<file path="config.mk">
export PLATFORM = sky130hd
export DESIGN_NAME = vend_ctrl
export DESIGN_NICKNAME = d
export VERILOG_FILES = /design/src/rtl/vend_ctrl.sv
export SDC_FILE = /design/constraint.sdc
export NUM_CORES = 1
export LEC_CHECK = 0
export CORE_MARGIN = 2
export CORE_UTILIZATION = 40
export CTS_CLUSTER_DIAMETER = 30
export DETAILED_ROUTE_END_ITERATION = 6
export PLACE_DENSITY_LB_ADDON = 0.08
export REMOVE_ABC_BUFFERS = 1
export SKIP_CTS_REPAIR_TIMING = 1
export SYNTH_ARGS = -nofsm -noshare
export SYNTH_HDL_FRONTEND = slang
export SYNTH_SLANG_ARGS = --single-unit
</file>
<file path="constraint.sdc">
create_clock -name clk -period 12.65 [get_ports clk]
set_input_delay 2.53 -clock clk [delete_from_list [all_inputs] [get_ports clk]]
set_output_delay 2.53 -clock clk [all_outputs]
set_load 0.05 [all_outputs]
</file>
<file path="src/rtl/vend_ctrl.sv">
// Coin-operated vending controller: accepts two coin values, vends one item, returns change.
// Optional refund-on-cancel is enabled by defining VEND_CTRL_CANCEL_EN.
module vend_ctrl #(
    parameter int COIN_A     = 10,
    parameter int COIN_B     = 50,
    parameter int PRICE      = 40,
    parameter int MAX_CREDIT = 90,
    parameter int CW         = 7
) (
    input  logic          clk,
    input  logic          rst,
    input  logic          coin_a,
    input  logic          coin_b,
    input  logic          buy,
    input  logic          cancel,
    output logic [CW-1:0] credit,
    output logic          vend,
    output logic          chg,
    output logic          rej,
    output logic          busy
);

    typedef enum logic [1:0] {IDLE, VEND, CHANGE} state_t;

    // One extra bit so credit + COIN_B never wraps before the limit check.
    localparam logic [CW:0]   COIN_A_X = (CW+1)'(COIN_A);
    localparam logic [CW:0]   COIN_B_X = (CW+1)'(COIN_B);
    localparam logic [CW:0]   PRICE_X  = (CW+1)'(PRICE);
    localparam logic [CW:0]   MAX_X    = (CW+1)'(MAX_CREDIT);
    localparam logic [CW-1:0] COIN_A_C = CW'(COIN_A);
    localparam logic [CW-1:0] PRICE_C  = CW'(PRICE);

    state_t      state;
    logic [CW:0] cur;
    logic [CW:0] after_b;
    logic [CW:0] after_a;
    logic [CW:0] coin_credit;
    logic        b_ok;
    logic        a_ok;
    logic        do_cancel;
    logic        coin_any;

`ifdef VEND_CTRL_CANCEL_EN
    assign do_cancel = cancel && (credit != '0);
`else
    logic unused_cancel;
    assign unused_cancel = cancel;
    assign do_cancel     = 1'b0;
`endif

    assign coin_any = coin_a || coin_b;

    // Large coin is judged first; small coin is judged against the result.
    always_comb begin
        cur         = {1'b0, credit};
        after_b     = cur + COIN_B_X;
        b_ok        = coin_b && (after_b <= MAX_X);
        coin_credit = b_ok ? after_b : cur;
        after_a     = coin_credit + COIN_A_X;
        a_ok        = coin_a && (after_a <= MAX_X);
        if (a_ok)
            coin_credit = after_a;
    end

    always_ff @(posedge clk or posedge rst) begin
        if (rst) begin
            state  <= IDLE;
            credit <= '0;
            vend   <= 1'b0;
            chg    <= 1'b0;
            rej    <= 1'b0;
            busy   <= 1'b0;
        end else begin
            vend <= 1'b0;
            chg  <= 1'b0;
            rej  <= 1'b0;
            case (state)
                IDLE: begin
                    if (do_cancel) begin
                        state <= CHANGE;
                        busy  <= 1'b1;
                        rej   <= coin_any;
                    end else if (buy && (cur >= PRICE_X)) begin
                        state <= VEND;
                        busy  <= 1'b1;
                        rej   <= coin_any;
                    end else begin
                        credit <= coin_credit[CW-1:0];
                        rej    <= (coin_b && !b_ok) || (coin_a && !a_ok);
                        busy   <= 1'b0;
                    end
                end
                VEND: begin
                    vend   <= 1'b1;
                    rej    <= coin_any;
                    credit <= credit - PRICE_C;
                    if (cur == PRICE_X) begin
                        state <= IDLE;
                        busy  <= 1'b0;
                    end else begin
                        state <= CHANGE;
                    end
                end
                CHANGE: begin
                    chg    <= 1'b1;
                    rej    <= coin_any;
                    credit <= credit - COIN_A_C;
                    if (cur == COIN_A_X) begin
                        state <= IDLE;
                        busy  <= 1'b0;
                    end
                end
                default: begin
                    state <= IDLE;
                    busy  <= 1'b0;
                end
            endcase
        end
    end

endmodule

</file>
Yosys cells after proc, flatten, opt, wreduce, memory -nomap -nowiden
Index checks and enable logic that the tools add are counted.
{"block": "op_classes", "addsub": 4, "magnitude_cmp": 3, "eq_ne": 8, "mux": 16, "n_reduce_logical": 15}
{"cell": "$pmux W7 S3", "n": 1}
{"cell": "$le A8 B7 Y1 const B", "n": 2}
{"cell": "$mux W7", "n": 2}
{"cell": "$add A7 B6 Y8 const B", "n": 1}
{"cell": "$add A8 B4 Y8 const B", "n": 1}
{"cell": "$mux W8", "n": 1}
{"cell": "$ne A2 B2 Y1 const B", "n": 4}
{"cell": "$eq A7 B4 Y1 const B", "n": 1}
{"cell": "$eq A7 B6 Y1 const B", "n": 1}
{"cell": "$ge A7 B6 Y1 const B", "n": 1}
{"cell": "$sub A7 B4 Y7 const B", "n": 1}
{"cell": "$sub A7 B6 Y7 const B", "n": 1}
{"cell": "$mux W1", "n": 6}
{"cell": "$mux W2", "n": 3}
{"cell": "$pmux W2 S3", "n": 1}
{"cell": "$reduce_and A2 Y1", "n": 3}
{"cell": "$logic_and A1 B1 Y1", "n": 5}
{"cell": "$pmux W1 S3", "n": 1}
{"cell": "$reduce_bool A3 Y1", "n": 1}
{"cell": "$eq A2 B1 Y1 const B", "n": 1}
{"cell": "$eq A2 B2 Y1 const B", "n": 1}
{"cell": "$logic_not A1 Y1", "n": 2}
{"cell": "$logic_not A2 Y1", "n": 1}
{"cell": "$logic_or A1 B1 Y1", "n": 2}
{"cell": "2 further kinds", "n": 2}
{"block": "word_totals", "reg_bits": 13, "in_bits": 6, "output_inout_bits": 11, "wordCells": 52}

Logic depth before layout (Yosys ltp)
Gate-level depths: netlist of run 1.
{"block": "depth", "depth_word": 12, "ltp_mapped": 19, "ltp_nobuf": 17}

Worst setup path after synthesis of run 1
No wires, ideal clock.
{"block": "synth_timing", "kind": "in2reg", "start": "in coin_b", "end": "reg credit[4]", "setup_ps": 126, "arrival_ps": 4654, "t_required_ps": 12524, "slack_ps": 7870, "stages": 12, "path_buffers": 0, "cell_sequence": "o21ai_2 -> nor2_1 -> xnor2_1 -> inv_1 -> ha_1 -> nor4_1 -> nor4_1 -> a211oi_2 -> nand4_4 -> nor2_2 -> xnor2_1 -> a221o_1"}
{"block": "synth_between", "elab_chain_cells": 8}
{"item": "from (decl)", "line_no": "13", "source": "input logic coin_b,"}
{"item": "$logic_and A1 B1 Y1 (*)", "line_no": "57", "source": "b_ok = coin_b && (after_b <= MAX_X);"}
{"item": "$mux W8 (*)", "line_no": "58", "source": "coin_credit = b_ok ? after_b : cur;"}
{"item": "$add A8 B4 Y8", "line_no": "59", "source": "after_a = coin_credit + COIN_A_X;"}
{"item": "$le A8 B7 Y1", "line_no": "60", "source": "a_ok = coin_a && (after_a <= MAX_X);"}
{"item": "$logic_and A1 B1 Y1", "line_no": "60"}
{"item": "$mux W7 (*)", "line_no": "61", "source": "if (a_ok)"}
{"item": "$mux W7 (*)", "line_no": "83", "source": "end else if (buy && (cur >= PRICE_X)) begin"}
{"item": "$pmux W7 S3 (*)", "line_no": "77", "source": "case (state)"}
{"item": "to (signal assigned)", "line_no": "88", "source": "credit <= coin_credit[CW-1:0];"}
{"item": "to (signal assigned)", "line_no": "96", "source": "credit <= credit - PRICE_C;"}
{"item": "to (signal assigned)", "line_no": "107", "source": "credit <= credit - COIN_A_C;"}
{"item": "to (decl)", "line_no": "16", "source": "output logic [CW-1:0] credit,"}
Every way passes the cells marked *; elsewhere a longest branch is shown, timed or not. The select of a mux whose other input is x is not followed.
A chain may end at the register's enable or synchronous reset.

Final worst setup path of run 1
Ends and elaborated chain as after synthesis.

==> run summary, run 1 <==
Critical path class - in2reg
Final worst-path cycle share - 42.4%
Clock transition at path regs - 50 ps
Post-synthesis sequential area ratio - 18.6%
Storage element area - 300 um^2
Final count of negative-setup-slack endpoints - 0
Initial antenna violation count - 0
Port bufs - 14
Site Rows - 23
H-tree Lvls - 1
Max Cap Viol - 0
Avg Cell Area, Syn - 8.08 um^2
Share of cells above drive strength 1 - 13.4%
Fill cells - 386
CORE AREA - 3940 um^2
Routability cong. - 0.906
Post-placement worst setup slack - 6990 ps
Slew headroom - 55.8%
Synth Warn # - 0
Post-Syn Area - 1620 um^2
Global route overflow - 0
Post-DR vias/cell - 6.02
Boundary pin count - 17
Tightest Pin Transition - 656 ps
Chip width - 67.6 um
Final WS setup - 7290 ps
Critical path fanouts, max - 6
CTS tree - built
Netlist cell types - 67
CP Launch Type - primary input
CTS buffer count - 3
Die H - 67.6 um
Mapped Cells - 200
Crit path cell chain - clkdlybuf4s50_1, o21ai_2, nor2_1, xnor2_1, inv_1, ha_1, nor4_1, nor4_1, a211oi_2, nand4_4, nor2_2, xnor2_1, a221o_1
Count of final hold-check violations - 0
Min Tclk post-route - 5360 ps
Clock Latency Late Sink - 250 ps
Critical-path top delay cell - clkdlybuf4s50_1
Synth Flop Type - dfrtp_1
Diode count - 0
Number of synthesized flops with an enable pin - 0
Area delta synth->final - 12.6%
Initial core utilization - 41.0%
Drt pass-1 iters - 4
Hold Path Class - reg2reg
Critical Path AT - 5500 ps
Worst clock skew - 1.52 ps
ANT nets after route - 0
Post-synthesis async set-or-reset flop share - 100%
Routed WL - 4420 um
Starting DRT DRC Count - 113
Final nets - 228
# DRC - 0
Vias in the first global route - 1,495
DIE AREA - 4570 um^2
DR vias - 1,558
Clock sinks - 12
CTS root buffer - clkbuf_8
Slew Limit Fails - 0
Slowest stage delay, CP - 510 ps
Max Freq - 186 MHz
Number of synthesized register bits - 12
Post-DP HPWL - 3390 um
Top delay family on crit path - simple AND/OR/NAND/NOR gates
Status - completed
Multi-input logic area - 1190 um^2
Unrepaired setup endpoints after global routing - no
WL/cell - 17.1 um
First-pass GRT wire length - 7160 um
Final setup TNS - 0 ps
CP Data Required Time - 12,780 ps
CP bufs+invs - 2
Critical Path End Type - flip-flop
Tot GR Track Use - 20.9%
Largest net degree at the start of global routing - 16
Clock tree buffer depth - 2
==> cells in the mapped netlist, types with 3 or more instances <==
cell type / number / area, um^2
xor2_1: 3 / 26.3
nor2_1: 9 / 33.8
nor4_1: 4 / 25.0
o21a_1: 3 / 22.5
a211oi_2: 3 / 37.5
xnor2_1: 8 / 70.1
nor3_1: 5 / 25.0
ha_1: 12 / 150
o31ai_1: 3 / 22.5
o211ai_1: 4 / 30.0
a21oi_1: 14 / 70.1
a31oi_1: 3 / 18.8
o21ai_0: 13 / 65.1
nand2_1: 22 / 82.6
inv_1: 19 / 71.3
dfrtp_1: 12 / 300
nand3_1: 4 / 20.0
buf_2: 3 / 15.0
==> worst reg2reg max path, stage by stage, from the launching register on <==
cell      delay, ps
dfrtp_1         650
inv_1           220
ha_1            400
nand2b_1        230
and4_4          260
o211a_4         290
nor2_1          270
xnor2_1         190
inv_1            70
ha_1            270
nor4_1          360
nor4_1          120
a211oi_2        320
nand4_4         190
nor2_2          130
xnor2_1          80
a221o_1         310
==> kinds of logic after synthesis <==
kind of cell	after synthesis	share of synthesized area, %
AO/OA/AOI/OAI	75	37.5
AND/OR/NAND/NOR	60	20.1
buffers and inverters	28	7.74
adder cells (fa/ha/maj)	12	9.29
flip-flops	12	18.6
XOR/XNOR	11	5.96
other	1	0.232
multiplexers	1	0.619
==> flip-flops by register name, indices dropped and copies added (netlist names) <==
signal / count
credit: 6
vend: 1
state: 2
rej: 1
chg: 1
busy: 1
==> cell usage in the layout, fill, tap and decap left out, types with 3 or more instances in the layout <==
| cell | Yosys | layout |
|---|---|---|
| a211oi_2 | 3 | 3 |
| a21oi_1 | 14 | 14 |
| a31oi_1 | 3 | 3 |
| clkbuf_8 | 0 | 4 |
| clkdlybuf4s50_1 | 0 | 14 |
| dfrtp_1 | 12 | 12 |
| ha_1 | 12 | 12 |
| inv_1 | 19 | 19 |
| nand2_1 | 22 | 22 |
| nand3_1 | 4 | 4 |
| nor2_1 | 9 | 9 |
| nor3_1 | 5 | 5 |
| nor4_1 | 4 | 4 |
| o211ai_1 | 4 | 4 |
| o21a_1 | 3 | 3 |
| o21ai_0 | 13 | 13 |
| o31ai_1 | 3 | 3 |
| xnor2_1 | 8 | 8 |
| xor2_1 | 3 | 3 |
==> per-stage QoR <==
step           hold WS (ps)  instances  area [um^2]  util [%]
2_1_floorplan           560        191         1560         -
3_3_place_gp            496        255         1770      44.8
3_5_place_dp            512        255         1770      44.8
4_1_cts                 526        259         1820      46.2
5_1_grt                 561        259         1820      46.2
6_report                524        259         1820      46.2
==> path summary, 6_finish.rpt <==
kind                                start         to  slack, ps  cells past startpoint
worst max-delay path               coin_b  credit[4]       7290                     13
worst min-delay path                 busy       busy        520                      2
worst max register to register  credit[1]  credit[4]       8160                     16
worst min register to register       busy       busy        520                      2
max in group asynchronous             rst  credit[6]       9720                      2
min in group asynchronous             rst       vend       2600                      2
==> routing by layer <==
layer | vias to the layer above | part of all wire, % | GRT usage [%]
li1 | 754 | - | -
met1 | 751 | 43 | 25.7
met2 | 41 | 51 | 37.4
met3 | 12 | 3.5 | 2.33
met4 | 0 | 2.5 | 7.40
met5 | - | 0 | 0
==> final cells by class <==
type | count | share of cell area [%]
flip-flops and latches | 12 | 16.5
repair buffers | 14 | 7.70
multi-input cells | 160 | 65.4
well taps | 50 | 3.44
clock buffers | 4 | 3.02
inverters | 19 | 3.92
Power of run 1 is not shown: default switching activity piles up to over one toggle a cycle in this logic, so the estimate is an artifact.
==> inputs of run 2 (changes only) <==
clock period = 5.1 ns   (was 12.65 ns; I/O delays follow)
==> run 2 against run 1 <==
Critical path depth grew 2. Critical endpoint unchanged. Register-to-register slack lost 7300 ps. First-iteration DRC count is 21% lower. Design area increased by 1.2%.
==> run summary, run 2 (synthesis gave the netlist of run 1 again) <==
Min Tclk post-route - 4280 ps
Critical path fanouts, max - 11 (+5)
Unrepaired setup endpoints after global routing - no
Slew Limit Fails - 0 (unchanged)
Initial antenna violation count - 0 (unchanged)
Port bufs - 14 (unchanged)
Final count of negative-setup-slack endpoints - 0 (unchanged)
Post-DP HPWL - 3380 um (-0.47%)
Final worst-path cycle share - 83.9%
Initial core utilization - 41.0% (unchanged)
Cell area after placement - 1790 um^2 (+1.3%)
WL/cell - 16.7 um (-2.1%)
Max reg flops - 6 (unchanged)
ANT nets after route - 0 (unchanged)
Max Freq - 234 MHz
Most frequent cells in the layout - 22 x nand2_1, 19 x inv_1, 14 x a21oi_1, 14 x clkdlybuf4s50_1, 13 x o21ai_0
Hold Path Class - reg2reg
DR vias - 1,538 (-1.3%)
Boundary pin count - 17 (unchanged)
Diode count - 0 (unchanged)
Tightest Pin Transition - 646 ps (-10.5 ps)
Clock transition at path regs - 60 ps (about the same)
CP Launch Type - flip-flop
CTS buffer count - 3 (unchanged)
Critical Path End Type - flip-flop
Drt pass-1 iters - 4 (unchanged)
CTS root buffer - clkbuf_8
CTS tree - built
Slew headroom - 57.0% (+1.2 points)
Reg with most FFs - credit
Clock tree buffer depth - 2 (unchanged)
Clock sinks - 12 (unchanged)
Finished Cell Area - 1840 um^2 (+1.2%)
First-pass GRT wire length - 6930 um (-3.1%)
Share of cells above drive strength 1 - 14.6% (+1.2 points)
Worst clock skew - 5.75 ps (+4.24 ps)
# DRC - 0 (unchanged)
Global route overflow - 0 (unchanged)
DIE AREA - 4570 um^2 (unchanged)
Post-DR vias/cell - 5.87 (-2.4%)
Clock Latency Late Sink - 250 ps (about the same)
Routed WL - 4370 um (-1.0%)
Site Rows - 23 (unchanged)
Critical path class - reg2reg
Status - completed
Die H - 67.6 um (unchanged)
Final nets - 231 (+1.3%)
Critical Path AT - 4420 ps (-1080 ps)
Area delta synth->final - 14.0%
CORE AREA - 3940 um^2 (unchanged)
Vias in the first global route - 1,422 (-4.9%)
Max Cap Viol - 0 (unchanged)
Tot GR Track Use - 20.7% (-0.25 points)
Routability cong. - 0.913 (+0.73%)
Final setup TNS - 0 ps (unchanged)
Commonest non-fill, non-tap cell in the layout - nand2_1
CP Data Required Time - 5240 ps (-7540 ps)
Largest regs - credit (6), state (2)
Starting DRT DRC Count - 89 (-21%)
Count of final hold-check violations - 0 (unchanged)
H-tree Lvls - 1 (unchanged)
Chip width - 67.6 um (unchanged)
Largest net degree at the start of global routing - 16 (unchanged)
[run 2: cell types whose count changed in the layout (fill, tap and decap cells not counted), sizes merged]
cell,delta
buf,+3
[run 2: worst paths after layout]
path                            from        end  slack [ps]  cells after the start
hold / removal                  busy       busy         520                      2
min in group asynchronous        rst  credit[6]        1080                      2
max in group asynchronous        rst       vend        3680                      2
hold reg to reg                 busy       busy         520                      2
setup reg to reg           credit[2]  credit[4]         820                     15
setup / recovery           credit[2]  credit[4]         820                     15
[run 2: through the flow]
stage	worst slack [ps]	cells	util, %	hold slack (ps)
floorplan	772	191	-	560
global placement	899	258	45.4	496
detailed placement	850	258	45.4	514
CTS	840	262	46.7	523
global route	563	262	46.7	577
finish	821	262	46.7	518
[run 2: area by class of cell]
type | instances | area, um^2
clock buffer | 4 | 55.1
timing repair buffer | 17 | 163
multi-input combinational | 160 | 1190
inverter | 19 | 71.3
tap | 50 | 62.6
sequential | 12 | 300
fill | 385 | 2100
[run 2: routing by layer]
layer	global-route usage, %	share of wire, %	up-vias
met5	0	0	-
li1	-	-	760
met1	26.1	45	730
met2	34.7	48	37
met4	11.2	3.3	0
met3	1.67	3.8	11
[run 2: worst max-delay path, cell delays in order, from the launching register on]
cell,delay (ps)
dfrtp_1,520
ha_1,550
xor2_1,220
and4_4,240
o211a_4,290
nor2_1,290
xnor2_1,190
inv_1,70
ha_1,270
nor4_1,350
nor4_1,120
a211oi_2,330
nand4_4,200
nor2_2,140
xnor2_1,80
a221o_1,310
Power of run 2 is left out for the same reason.
==> inputs of run 3 (changes only) <==
clock period = 3.5 ns   (was 5.1 ns; I/O delays follow)
==> run 3 against run 2 <==
Register-to-register slack lost 680 ps. Worst setup slack lost 680 ps. Sequential share of layout area shrank 3.2 points. Flip-flop and latch count is the same. Global-route usage grew 2.2 points. Design area grew 26%. Die area is the same. Highest routed layer unchanged. Clock skew shrank 4.3 ps. Hold slack gained 2.7 ps. First-iteration DRC count shrank 35%.
==> run summary, run 3 (synthesis gave the netlist of run 1 again) <==
Post-placement worst setup slack - -379 ps (-1230 ps)
DR vias - 1,705 (+11%)
Final WS setup - 136 ps (-685 ps)
Clock Latency Late Sink - 240 ps (about the same)
Worst reg2reg path depth - 18 (+3)
Initial antenna violation count - 0 (unchanged)
Slowest stage delay, CP - 450 ps (-100 ps)
H-tree Lvls - 1 (unchanged)
CTS root buffer - clkbuf_8
Post-DP HPWL - 3940 um (+17%)
Crit Reg-Reg Startpoint - credit[1]
Worst clock skew - 1.49 ps (-4.26 ps)
Tot GR Track Use - 22.9% (+2.2 points)
Placed cells - 297 (+15%)
Chip width - 67.6 um (unchanged)
Site Rows - 23 (unchanged)
Multi-input logic area - 1350 um^2 (+13%)
Status - completed
Post-DR vias/cell - 5.61 (-4.5%)
Routed wire length on met3 - 137 um (-16%)
Metal1 wirelength - 2190 um (+12%)
Final nets - 274 (+19%)
Global route overflow - 0 (unchanged)
Hold Path Cell Cnt - 2 (unchanged)
Finished Cell Area - 2320 um^2 (+26%)
# DRC - 0 (unchanged)
Clock transition at path regs - 50 ps (about the same)
ANT nets after route - 0 (unchanged)
Clock sinks - 12 (unchanged)
Final non-filler cell total - 304 (+16%)
Vias in the first global route - 1,611 (+13%)
CP Data Required Time - 3630 ps (-1610 ps)
Routed WL - 5050 um (+15%)
Final worst-path cycle share - 96.1% (+12 points)
Final count of negative-setup-slack endpoints - 0 (unchanged)
Slew Limit Fails - 0 (unchanged)
Critical-path top delay cell - dfrtp_2
HP Start - busy
Max Freq - 297 MHz (+27%)
Worst Hold Endpoint - busy
Critical path fanouts, max - 5 (-6)
Boundary pin count - 17 (unchanged)
CTS tree - built
CP Launch Type - flip-flop
Flop2flop setup slack - 140 ps (-680 ps)
Die H - 67.6 um (unchanged)
Cell area after placement - 2080 um^2 (+16%)
Initial core utilization - 41.0% (unchanged)
Hold Path Class - reg2reg
Fill cells - 340 (-12%)
Critical Path AT - 3490 ps (-930 ps)
Most frequent cell on the critical path - ha_4
WL/cell - 16.6 um (-0.55%)
Post-Route Utilization - 58.7% (+12 points)
Reg with most FFs - credit
DIE AREA - 4570 um^2 (unchanged)
Drt pass-1 iters - 4 (unchanged)
Area delta synth->final - 43.3%
Max reg flops - 6 (unchanged)
Largest regs - credit (6), state (2)
Count of final hold-check violations - 0 (unchanged)
Min Tclk post-route - 3360 ps (-915 ps)
Tightest Pin Transition - 580 ps (-65.8 ps)
Storage element area - 303 um^2 (+0.83%)
CTS buffer count - 3 (unchanged)
Unrepaired setup endpoints after global routing - yes
Starting DRT DRC Count - 58 (-35%)
Diode count - 0 (unchanged)
Routability cong. - 0.908 (-0.56%)
Highest metal used - met4
Port bufs - 14 (unchanged)
Clock tree buffer depth - 2 (unchanged)
Critical Path End Type - flip-flop
Commonest non-fill, non-tap cell in the layout - buf_4
Max Cap Viol - 0 (unchanged)
Share of cells above drive strength 1 - 38.2% (+24 points)
Critical path class - reg2reg
RR Endpoint - credit[4]
CORE AREA - 3940 um^2 (unchanged)
First-pass GRT wire length - 7850 um (+13%)
Largest net degree at the start of global routing - 16 (unchanged)
Detail Route met2 WL - 2640 um (+25%)
Slew headroom - 60.9% (+4.0 points)
Crit path cell chain - ha_4, a21bo_2, a21o_1, o211a_4, nor2_4, buf_6, nand2_2, o21ai_2, inv_2, ha_4, a211oi_1, nor4_2, buf_4, o211ai_4, nand4_4, nor2_2, xnor2_1, a221o_1
Most frequent cells in the layout - 44 x buf_4, 20 x nand2_1, 16 x inv_1, 14 x a21oi_1, 14 x clkdlybuf4s50_1
-- run 3: cell count changes in the layout (fill, tap and decap cells not counted), moves of 3 or more --
cell     delta
inv_2       +3
buf_4      +41
ha_4        +3
nor4_1      -3
inv_1       -3
ha_1        -4
xnor2_2     +3
nor4_2      +3
xnor2_1     -4
-- run 3: area by class of cell --
cell class              instances  share of cell area (%)
multi-input cells             160                    58.1
repair buffers                 60                    21.3
flip-flops and latches         12                    13.1
inverters                      19                    3.08
well taps                      50                    2.70
clock buffers                   3                    1.78
-- run 3: worst max-delay path by stage --
stage                      to      start  cells past startpoint
finish              credit[4]  credit[1]                     18
floorplan           credit[4]  credit[1]                     16
CTS                 credit[1]  credit[1]                     20
detailed placement  credit[1]  credit[1]                     19
global route        credit[1]  credit[1]                     18
global placement    credit[4]  credit[1]                     19
-- run 3: metrics by stage --
step	setup TNS (ps)	hold slack, ps
after floorplan	-4100	560
after global placement	-942	495
after detailed placement	-1200	509
after CTS	-1360	522
after global routing	-37.2	592
final	0	521
-- run 3: per-layer routing --
layer / up-vias / track usage, %
met5: - / 0
met4: 0 / 8.16
met3: 6 / 1.83
met2: 35 / 40.2
met1: 818 / 29.1
li1: 846 / -
-- run 3: worst max-delay path: cells and delay by family (launching register included) --
kind                       cells  cell delay, ps
adders and majority gates      2             480
AOI/OAI and AO/OA              7            1120
buffers and inverters          3             360
xor gates and xnor gates       1             130
DFF                            1             450
and+or+nand+nor                5             710
Power of run 3 is left out for the same reason.
